<file path="src/rtl/univ_shiftreg_pkg.sv">
`default_nettype none
// ============================================================================
//  Module      : univ_shiftreg_pkg
//  Description : Opcode constants and decode helper for the universal
//                shift register.
//  Revision    : 1.0 - initial release
// ============================================================================
package univ_shiftreg_pkg;

    localparam logic [2:0] OP_HOLD = 3'd0;
    localparam logic [2:0] OP_LOAD = 3'd1;
    localparam logic [2:0] OP_SHR  = 3'd2;
    localparam logic [2:0] OP_SAR  = 3'd3;
    localparam logic [2:0] OP_SHL  = 3'd4;
    localparam logic [2:0] OP_ROR  = 3'd5;
    localparam logic [2:0] OP_ROL  = 3'd6;
    localparam logic [2:0] OP_RSVD = 3'd7;

    // Only shift/rotate opcodes can be repeated as a burst.
    function automatic logic is_shift_op(input logic [2:0] op);
        return (op >= OP_SHR) && (op <= OP_ROL);
    endfunction

endpackage
`default_nettype wire

</file>
<file path="src/rtl/shreg_burst_ctl.sv">
`default_nettype none
// ============================================================================
//  Module      : shreg_burst_ctl
//  Description : Burst down-counter producing busy and a one-cycle done pulse.
//  Revision    : 1.0 - initial release
// ============================================================================
module shreg_burst_ctl #(
    parameter int CNT_W = 5
) (
    input  logic             clk,
    input  logic             rst,
    input  logic             i_start,
    input  logic [CNT_W-1:0] i_count,
    output logic             o_busy,
    output logic             o_done
);

    localparam logic [CNT_W-1:0] c_ONE  = CNT_W'(1);
    localparam logic [CNT_W-1:0] c_ZERO = '0;

    logic [CNT_W-1:0] r_cnt;
    logic             r_busy;
    logic             r_done;

    always_ff @(posedge clk or posedge rst) begin
        if (rst) begin
            r_cnt  <= c_ZERO;
            r_busy <= 1'b0;
            r_done <= 1'b0;
        end else if (r_busy) begin
            // The edge that performs the last shift also ends the burst.
            r_done <= (r_cnt == c_ONE);
            r_busy <= (r_cnt != c_ONE);
            if (r_cnt != c_ZERO) begin
                r_cnt <= r_cnt - c_ONE;
            end
        end else if (i_start) begin
            if (i_count == c_ZERO) begin
                r_done <= 1'b1;
            end else begin
                r_busy <= 1'b1;
                r_cnt  <= i_count;
                r_done <= 1'b0;
            end
        end else begin
            r_done <= 1'b0;
        end
    end

    assign o_busy = r_busy;
    assign o_done = r_done;

endmodule
`default_nettype wire

</file>
<file path="src/rtl/univ_shiftreg.sv">
`default_nettype none
// ============================================================================
//  Module      : univ_shiftreg
//  Description : Universal shift register with single-step ops and counted
//                shift/rotate bursts.
//  Revision    : 1.0 - initial release
// ============================================================================
module univ_shiftreg
    import univ_shiftreg_pkg::*;
#(
    parameter int WIDTH = 17,
    parameter int CNT_W = 5
) (
    input  logic             clk,
    input  logic             rst,
    input  logic [2:0]       op,
    input  logic [WIDTH-1:0] load_data,
    input  logic             din,
    input  logic             start,
    input  logic [CNT_W-1:0] count,
    output logic             busy,
    output logic             done,
    output logic [WIDTH-1:0] dout,
    output logic             sout
);

    logic [WIDTH-1:0] r_reg;
    logic             r_sout;
    logic [2:0]       r_op;

    logic             w_busy;
    logic             w_start_shift;
    logic             w_accept;
    logic [2:0]       w_op;
    logic [WIDTH-1:0] w_next;
    logic             w_next_sout;

    assign w_start_shift = start && is_shift_op(op);
    assign w_accept      = !w_busy && w_start_shift;

    shreg_burst_ctl #(
        .CNT_W   (CNT_W)
    ) u_burst_ctl (
        .clk     (clk),
        .rst     (rst),
        .i_start (w_start_shift && !w_busy),
        .i_count (count),
        .o_busy  (w_busy),
        .o_done  (done)
    );

    // The accepting edge only latches the burst, so the register holds.
    always_comb begin
        if (w_busy) begin
            w_op = r_op;
        end else if (w_accept) begin
            w_op = OP_HOLD;
        end else begin
            w_op = op;
        end
    end

    always_comb begin
        w_next      = r_reg;
        w_next_sout = r_sout;
        case (w_op)
            OP_LOAD: w_next = load_data;
            OP_SHR: begin
                w_next      = {din, r_reg[WIDTH-1:1]};
                w_next_sout = r_reg[0];
            end
            OP_SAR: begin
                w_next      = {r_reg[WIDTH-1], r_reg[WIDTH-1:1]};
                w_next_sout = r_reg[0];
            end
            OP_SHL: begin
                w_next      = {r_reg[WIDTH-2:0], din};
                w_next_sout = r_reg[WIDTH-1];
            end
            OP_ROR: begin
                w_next      = {r_reg[0], r_reg[WIDTH-1:1]};
                w_next_sout = r_reg[0];
            end
            OP_ROL: begin
                w_next      = {r_reg[WIDTH-2:0], r_reg[WIDTH-1]};
                w_next_sout = r_reg[WIDTH-1];
            end
            default: begin
                w_next      = r_reg;
                w_next_sout = r_sout;
            end
        endcase
    end

    always_ff @(posedge clk or posedge rst) begin
        if (rst) begin
            r_reg  <= '0;
            r_sout <= 1'b0;
            r_op   <= OP_HOLD;
        end else begin
            r_reg  <= w_next;
            r_sout <= w_next_sout;
            if (w_accept) begin
                r_op <= op;
            end
        end
    end

    assign busy = w_busy;
    assign dout = r_reg;
    assign sout = r_sout;

endmodule
`default_nettype wire

</file>
<file path="config.mk">
export PLATFORM = sky130hd
export DESIGN_NAME = univ_shiftreg
export DESIGN_NICKNAME = d
export VERILOG_FILES = /design/src/rtl/univ_shiftreg_pkg.sv /design/src/rtl/shreg_burst_ctl.sv /design/src/rtl/univ_shiftreg.sv
export SDC_FILE = /design/constraint.sdc
export NUM_CORES = 1
export LEC_CHECK = 0
export ABC_CLOCK_PERIOD_IN_PS = 2550
export CAP_MARGIN = 20
export CORE_ASPECT_RATIO = 0.7
export CORE_MARGIN = 3
export CORE_UTILIZATION = 47
export CTS_CLUSTER_DIAMETER = 100
export DETAILED_ROUTE_END_ITERATION = 7
export GPL_ROUTABILITY_DRIVEN = 0
export GPL_TIMING_DRIVEN = 0
export PLACE_DENSITY = 0.81
export RECOVER_POWER = 50
export SLEW_MARGIN = 20
export SYNTH_ARGS = -nofsm -noshare
export SYNTH_HDL_FRONTEND = slang
export SYNTH_SLANG_ARGS = --single-unit
</file>
<file path="constraint.sdc">
create_clock -name clk -period 2.55 [get_ports clk]
set_clock_uncertainty 0.15 [all_clocks]
set_input_delay 0.51 -clock clk [delete_from_list [all_inputs] [get_ports clk]]
set_output_delay 0.51 -clock clk [all_outputs]
set_load 0.05 [all_outputs]
</file>
==> reports/metrics.yaml <==
outcome:
  status: "complete, no violations"
placement:
  placed_cells: 261
  numPortBuffers: 46
  dpl_worst_slack_ns: -0.170
  post-dp-hpwl_mm: 3.20
timing:
  timing.final.crit_share_pct: 96.2
  rsz0062_at_grt: "false"
  clock.fmax_ghz: 0.408
  min_period_ns: 2.45
  setup_viol: 0
  fin_setup_tns_ns: 0
  slew_headroom_pct: 28.8
  worstMarginPinSlew_ns: 1.07
  hold_viol_final: 0
  report.final.slew_viol_count: 0
  worst_slack_ns: 0.0969
worst_setup_path:
  crit_path_start_kind: "primary input"
  arrival_ns: 2.47
  cp.required_ns: 2.56
  path_max_fanout: 10
  path_cells: "clkdlybuf4s50_1 > nand2_1 > a21o_1 > nand2b_1 > o21ai_2 > buf_4 > a221o_1"
  cp_num_buf_inv: 2
  crit_type: "primary input to register"
  cp_slowest_stage_delay_ns: 0.64
  crit_family: "buffers and inverters"
  cp-end-kind: "register"
  cp_slowest_cell: "clkdlybuf4s50_1"
finish:
  layout_commonest_cell: "clkdlybuf4s50_1"
  synthToLayoutAreaGrowth_pct: 34.3
  num-nets-final: 251
  drive_gt1_share_pct: 11.5
  layout_common_cells: "clkdlybuf4s50_1, dfrtp_1, nand2_1, a22o_1, a221o_1"
  final_cells: 265
  num_antenna_cells: 0
cts:
  post_cts_buffers: 0
  ctsHoldBuffers: 0
  clk_path_buf_depth: 2
  clk_latency_ns: 0.28
  cts_htree_levels: 1
  cts_resized: 0
  cts.sinks: 28
  clkTransAtPathRegs_ns: 0.10
  ctsRootBufferMaster: "clkbuf_8"
  cts_buffers: 3
  cts_tree: "done"
die:
  core_area_um2: 3320
  placement_rows: 17
  die_h_um: 56.5
  ios: 49
  initial_core_util_pct: 51.6
  die-width_um: 78.2
  dieArea_um2: 4420
grt:
  grt_pass1_vias: 1434
  grtUsageTotal_pct: 19.7
  grt_overflow: 0
  grt_max_degree: 29
  grt_pass1_wl_mm: 6.96
  antenna_found_initial: 0
yosys:
  synth_edf_count: 0
  synth.distinct_cells: 45
  netlist_area_um2: 1710
  ys_warn_count: 0
  ys_seq_area_share_pct: 40.9
  ys.flop_type: "dfrtp_1"
  netlist_instances: 168
  synth-seq-cells: 28
  syn_nets: 200
  synthArstFlopShare_pct: 100
  avgSynthCellArea_um2: 10.2
hold_path:
  hold_class: "primary input to register"
drt:
  finalWirelength_mm: 4.20
  via_per_inst: 5.88
  postRouteAntennaNets: 0
  num_vias: 1558
  remaining_drc_errors: 0
  drt_iter0_drc: 101
  wl_per_cell_um: 15.8
  firstDrtPassIters: 5
power_and_ir_drop:
  ir_drop_mv: 0.661
  leakagePower_uw: 0.000994
  powerDensity_nw_per_um2: 1450
job:
  cap_viol_max_count: 0
-- layer usage --
layer | share of wire (%) | track usage (%) | vias up
met5 | 0 | 0 | -
met2 | 45 | 29.5 | 59
met1 | 48 | 29.1 | 757
li1 | - | - | 740
met3 | 6.8 | 5.61 | 2
met4 | 0.43 | 2.24 | 0
-- cells by family (layout without fill, tap and decap cells) --
logic type / Yosys count / after routing / synth area share, %
adders and majority gates: 3 / 3 / 2.19
DFF: 28 / 28 / 40.9
AOI/OAI and AO/OA: 68 / 68 / 33.2
and+or+nand+nor: 41 / 41 / 12.1
muxes: 3 / 3 / 1.83
xor gates and xnor gates: 3 / 3 / 1.53
buffers and inverters: 22 / 72 / 8.25
-- worst paths after layout --
check | start | end | depth (start not counted) | slack [ns]
worst max register to register | u_burst_ctl.o_busy | dout[2] | 8 | 0.39
worst min-delay path | op[1] | r_op[2] | 2 | 0.28
worst min register to register | u_burst_ctl.r_cnt[1] | u_burst_ctl.r_cnt[1] | 2 | 0.37
max in group asynchronous | rst | r_op[1] | 2 | 0.83
min in group asynchronous | rst | dout[13] | 2 | 0.78
worst max-delay path | op[0] | dout[2] | 7 | 0.1
-- report_power, final --
part	switching [µW]	internal, µW	leakage, µW
clock network	144	210	0.0000357
registers	190	653	0.000348
logic	1240	914	0.000611
-- worst register-to-register path: cells and delay by family, from the launching register on --
family / cells / cell delay [ns]
compound gates: 3 / 0.74
flops: 1 / 0.39
simple gates: 2 / 0.28
buf+inv: 3 / 0.54
-- cell usage after synthesis (2+ instances only) --
| master | instances | area, µm² |
|---|---|---|
| a21oi_1 | 8 | 40.0 |
| a221oi_1 | 4 | 35.0 |
| a221o_1 | 15 | 150 |
| o21ai_2 | 2 | 17.5 |
| nor3_1 | 4 | 20.0 |
| nand3_1 | 2 | 10.0 |
| nor2_1 | 11 | 41.3 |
| o22ai_1 | 3 | 18.8 |
| buf_6 | 7 | 78.8 |
| o21ai_0 | 6 | 30.0 |
| nand2b_1 | 2 | 12.5 |
| ha_1 | 3 | 37.5 |
| mux2i_1 | 2 | 20.0 |
| a22o_1 | 15 | 131 |
| xnor2_1 | 2 | 17.5 |
| inv_1 | 11 | 41.3 |
| buf_2 | 2 | 10.0 |
| dfrtp_1 | 28 | 701 |
| nand2_1 | 15 | 56.3 |
-- area by class of cell --
| class | instances | area, µm² |
|---|---|---|
| Clock inverter | 1 | 30.0 |
| Fill cell | 257 | 1020 |
| Inverter | 11 | 41.3 |
| Timing Repair Buffer | 46 | 460 |
| Multi-Input combinational cell | 118 | 868 |
| Tap cell | 47 | 58.8 |
| Sequential cell | 28 | 701 |
| Clock buffer | 3 | 41.3 |
| Buffer | 11 | 100 |
-- registers in the layout, summed over array words and instances (netlist names) --
register	count
u_burst_ctl.o_done	1
sout	1
r_op	3
dout	17
u_burst_ctl.r_cnt	5
u_burst_ctl.o_busy	1
-- per-stage QoR --
stage	util, %	hold WS [ns]	power [µW]	area [µm²]
CTS	69.4	0.266	3370	2300
detailed placement	67.3	0.357	3000	2230
finish	69.3	0.276	3350	2300
global placement	67.3	0.347	2940	2230
floorplan	-	0.323	2430	1710
global route	69.3	0.256	3560	2300
Note: power is estimated with default switching activity, not from simulation.
==> edit 1: new RTL, same flow settings <==
Take the reset off `r_reg` and load it in a clocked block of its own.
--- a/src/rtl/univ_shiftreg.sv
+++ b/src/rtl/univ_shiftreg.sv
@@ -95,9 +95,7 @@
     always_ff @(posedge clk or posedge rst) begin
         if (rst) begin
-            r_reg  <= '0;
             r_sout <= 1'b0;
             r_op   <= OP_HOLD;
         end else begin
-            r_reg  <= w_next;
             r_sout <= w_next_sout;
             if (w_accept) begin
@@ -105,4 +103,8 @@
             end
         end
+    end
+
+    always_ff @(posedge clk) begin
+        r_reg <= w_next;
     end
 
Formal check against the unedited RTL: not equivalent (a bounded check fails within 4 cycles, from zero or initial values and one cycle with rst high).
==> edit 1 against the unedited design <==
  * Total power up 8.8%
  * Count of clock-buffer cells in the layout up 1
  * Area after synthesis up 0.66%
  * Sequential share of layout area is 3.0 points higher
  * Wire length is 6.8% higher
  * Combinational power increased by 8%
  * Sequential cell count did not move
  * Non-clock buffer count is 1 lower
  * Setup slack better by 0.042 ns
  * Core utilization rose by 1.4 points
  * Sequential power up 22%
  * Design area up 2.1%
  * Largest power group unchanged
==> edit 1: results (changes against the unedited design) <==
Status - finished, final reports clean (unchanged)
Mux share of post-synthesis cell area - 2.32% (was 1.83%)
Adder-Cell Fraction of Synth Area - 2.18% (was 2.19%)
Compound-cell area share of the yosys netlist - 25.7% (was 33.2%)
GR Util met2 - 33.9% (was 29.5%)
Clk power - 0.000287 W (was 0.000354 W)
Post-synth EDFFs - 17 (was 0)
Post-DP HPWL - 3.33 mm (was 3.20 mm)
Synth async-reset ratio - 39.3% (was 100%)
Total number of vias - 1,449 (was 1,558)
Sw power - 0.00175 W (was 0.00157 W)
Top cells by count, synth - 17 x edfxtp_1, 15 x o221a_1, 15 x or2_2 (was 28 x dfrtp_1, 15 x a221o_1, 15 x a22o_1, 15 x nand2_1)
Synth unique cells - 47 (was 45)
Largest net degree at the start of global routing - 17 (was 29)
Reg2reg setup slack - 0.24 ns (was 0.39 ns)
Register area share after synthesis - 45.6% (was 40.9%)
Drt initial violations - 128 (was 101)
Pleak - 0.895 nW (was 0.994 nW)
Placed instance area - 2250 um2 (was 2230 um2)
Layout Cells excl Fill - 252 (was 265)
Fillers - 239 (was 257)
Area contributors post-synth - edfxtp_1 30%, dfrtp_1 16%, o221a_1 9.8% (was dfrtp_1 41%, a221o_1 8.8%, a22o_1 7.7%)
Met1 Wirelength - 2.00 mm (about the same)
Sequential power share - 28.4% (was 25.2%)
Setup crit start - start (was op[0])
Wire length on met3 - 305 um (was 284 um)
Met2 WL post-DR - 2.11 mm (was 1.89 mm)
Mapped Nets - 184 (was 200)
Final WL - 4.48 mm (was 4.20 mm)
Met3 GRT Util - 6.25% (was 5.61%)
Worst vdd ir - 0.712 mV (was 0.661 mV)
Worst Reg-to-Reg Cells - 7 (was 8)
RR Endpoint - dout[14]$_DFFE_PP_ (was dout[2]$_DFFE_PP0P_)
edit 1: cell count changes after synthesis, sizes merged, moves of 3 or more:
| cell | before | now |
|---|---|---|
| inv | 11 | 7 |
| a22o | 16 | 2 |
| o221a | 1 | 15 |
| nand2 | 15 | 10 |
| edfxtp | 0 | 17 |
| dfrtp | 28 | 11 |
| a221o | 15 | 1 |
| or2 | 0 | 15 |
| o21ai | 8 | 5 |
| buf | 10 | 5 |
edit 1: worst min path at each step:
stage	start	endpoint
global placement	u_burst_ctl.r_cnt[1]$_DFFE_PP0P_	u_burst_ctl.r_cnt[1]$_DFFE_PP0P_
detailed placement	sout$_DFFE_PP0P_	sout$_DFFE_PP0P_
finish	op[1]	r_op[2]$_DFFE_PP0P_
CTS	op[1]	r_op[2]$_DFFE_PP0P_
floorplan	rst	r_op[0]$_DFFE_PP0P_
global route	op[1]	r_op[2]$_DFFE_PP0P_
edit 1: what timing repair did:
item                       in CTS  in global routing
hold endpoints to repair        0                  0
resized for setup               1                  3
setup buffers                   3                  1
pin swaps                       1                  0
hold buffers                    0                  0
setup endpoints to repair      26                 26
edit 1: metrics by stage:
stage	hold WS, ns	power, W	setup WS (ns)
finish	0.317	0.00364	0.139
global route	0.324	0.00386	0.0531
CTS	0.315	0.00362	0.00984
floorplan	0.212	0.00262	0.112
global placement	0.337	0.00319	-0.422
detailed placement	0.374	0.00327	-0.528
edit 1: final cells by class:
type,instances,area share [%]
flip-flops and latches,28,33.5
multi-input cells,110,37.0
clock buffers,4,2.34
plain buffers,6,2.08
inverters,7,1.12
well taps,47,2.50
repair buffers,50,21.5
edit 1: critical path, cell delays in order:
cell	delay, ns
clkdlybuf4s50_1	0.44
nand2b_2	0.15
o221ai_4	0.15
buf_4	0.18
nor3_4	0.28
nor2_4	0.11
buf_4	0.19
o221a_1	0.27
==> edit 2: new RTL, config.mk and constraints unchanged <==
Without the edit above. `WIDTH`: 17 -> 34.
--- a/src/rtl/univ_shiftreg.sv
+++ b/src/rtl/univ_shiftreg.sv
@@ -9,5 +9,5 @@
     import univ_shiftreg_pkg::*;
 #(
-    parameter int WIDTH = 17,
+    parameter int WIDTH = 34,
     parameter int CNT_W = 5
 ) (
Ports: changed (resized dout and load_data); port bits go from 49 to 83. The function was not compared with the original's and may differ.
==> edit 2 against the unedited design <==
  * Cell count up 39%
  * First-iteration DRC count down 16%
  * Design area up 50%
  * Total power up 66%
  * Clock power up 22%
  * Register-to-register slack about the same
  * Wire length up 51%
  * Sequential cell count up 17
  * Setup slack better by 0.069 ns
  * Fmax up 2.9%
  * Sequential share of layout area up 2.2 points
  * Area after synthesis up 44%
  * Critical endpoint is now u_burst_ctl.r_cnt[2]$_DFFE_PP0P_
==> edit 2: results (changes against the unedited design) <==
Worst-path clk slew - 0.08 ns (was 0.10 ns)
Met3 GRT Util - 5.42% (was 5.61%)
Post-DP HPWL - 4.82 mm (was 3.20 mm)
Sw power - 0.00273 W (was 0.00157 W)
First-pass DRT Iterations - 4 (was 5)
DR vias/cell - 5.88 (about the same)
Register area share after synthesis - 45.8% (was 40.9%)
Setup crit start - op[2] (was op[0])
Adder-Cell Fraction of Synth Area - 1.53% (was 2.19%)
Area contributors post-synth - dfrtp_1 46%, a221o_1 13%, a22o_1 12% (was dfrtp_1 41%, a221o_1 8.8%, a22o_1 7.7%)
Status - finished, final reports clean (unchanged)
Mapped Nets - 258 (was 200)
Synth unique cells - 40 (was 45)
Max reg flops - 34 (was 17)
Synth Area in XOR/XNOR - 0.661% (was 1.53%)
Nets - 348 (was 251)
IO buf count - 82 (was 46)
GR Util met2 - 30.5% (was 29.5%)
Pleak - 1.49 nW (was 0.994 nW)
Top cells by count, synth - 45 x dfrtp_1, 34 x a22o_1, 33 x a221o_1 (was 28 x dfrtp_1, 15 x a221o_1, 15 x a22o_1, 15 x nand2_1)
Fillers - 392 (was 257)
Slew @ Worst Pin - 0.770 ns (was 1.07 ns)
H-Tree Level Count - 2 (was 1)
Pre-CTS WS - -0.0993 ns (was -0.170 ns)
Num CTS Buffers - 5 (was 3)
First-pass GRT wire length - 10.4 mm (was 6.96 mm)
Drt initial violations - 85 (was 101)
[edit 2: cell types whose count changed in the layout (fill, tap and decap cells not counted), moves of 4 or more]
cell and change:
a221o_1 +18, a221oi_1 -4, a22o_1 +19, buf_4 +4, clkdlybuf4s50_1 +31, dfrtp_1 +17
dlygate4sd3_1 +5, inv_1 -7
[edit 2: metal layers]
layer / share of wire (%) / up-vias
met5: 0 / -
met4: 1.0 / 0
met3: 5.9 / 8
met2: 44 / 72
met1: 49 / 1063
li1: - / 1026
[edit 2: area by class of cell]
cell class,count,share of cell area [%]
Clock inverter,1,0.217
Buffer,14,3.26
Multi-Input combinational cell,146,34.8
Sequential cell,45,32.6
Inverter,4,0.435
Timing Repair Buffer,83,23.9
Tap cell,69,2.50
Clock buffer,7,2.21
[edit 2: power groups by stage]
stage | registers (W) | logic (W) | clock network (W)
4_1_cts | 0.00139 | 0.00378 | 0.000438
3_5_place_dp | 0.00140 | 0.00378 | 0
2_1_floorplan | 0.00214 | 0.00201 | 0
3_3_place_gp | 0.00140 | 0.00371 | 0
5_1_grt | 0.00144 | 0.00404 | 0.000476
6_report | 0.00139 | 0.00374 | 0.000431
[edit 2: per-stage QoR]
step | hold WS [ns] | cells | util (%)
finish | 0.367 | 369 | 70.3
CTS | 0.365 | 369 | 70.7
global route | 0.395 | 369 | 70.3
global placement | 0.341 | 360 | 68.6
detailed placement | 0.349 | 361 | 69.0
floorplan | 0.330 | 209 | -
[edit 2: logic make-up after synthesis]
group	Yosys count
muxes	7
buffers and inverters	18
DFF	45
and+or+nand+nor	37
adders and majority gates	3
xor gates and xnor gates	1
AOI/OAI and AO/OA	98
[edit 2: worst max-delay path, cell delays in order]
cell,delay [ns]
clkdlybuf4s50_1,0.56
o21ai_0,0.22
a31oi_1,0.09
a22oi_1,0.66
a21oi_1,0.08
a211o_1,0.29
[edit 2: worst paths after layout]
kind	end	slack (ns)	cells past startpoint
worst min-delay path	r_op[0]$_DFFE_PP0P_	0.37	1
max in group asynchronous	u_burst_ctl.r_cnt[1]$_DFFE_PP0P_	0.56	3
worst max-delay path	u_burst_ctl.r_cnt[2]$_DFFE_PP0P_	0.17	6
min in group asynchronous	u_burst_ctl.r_cnt[0]$_DFFE_PP0P_	0.59	2
worst min register to register	r_op[0]$_DFFE_PP0P_	0.37	1
worst max register to register	dout[7]$_DFFE_PP0P_	0.39	7
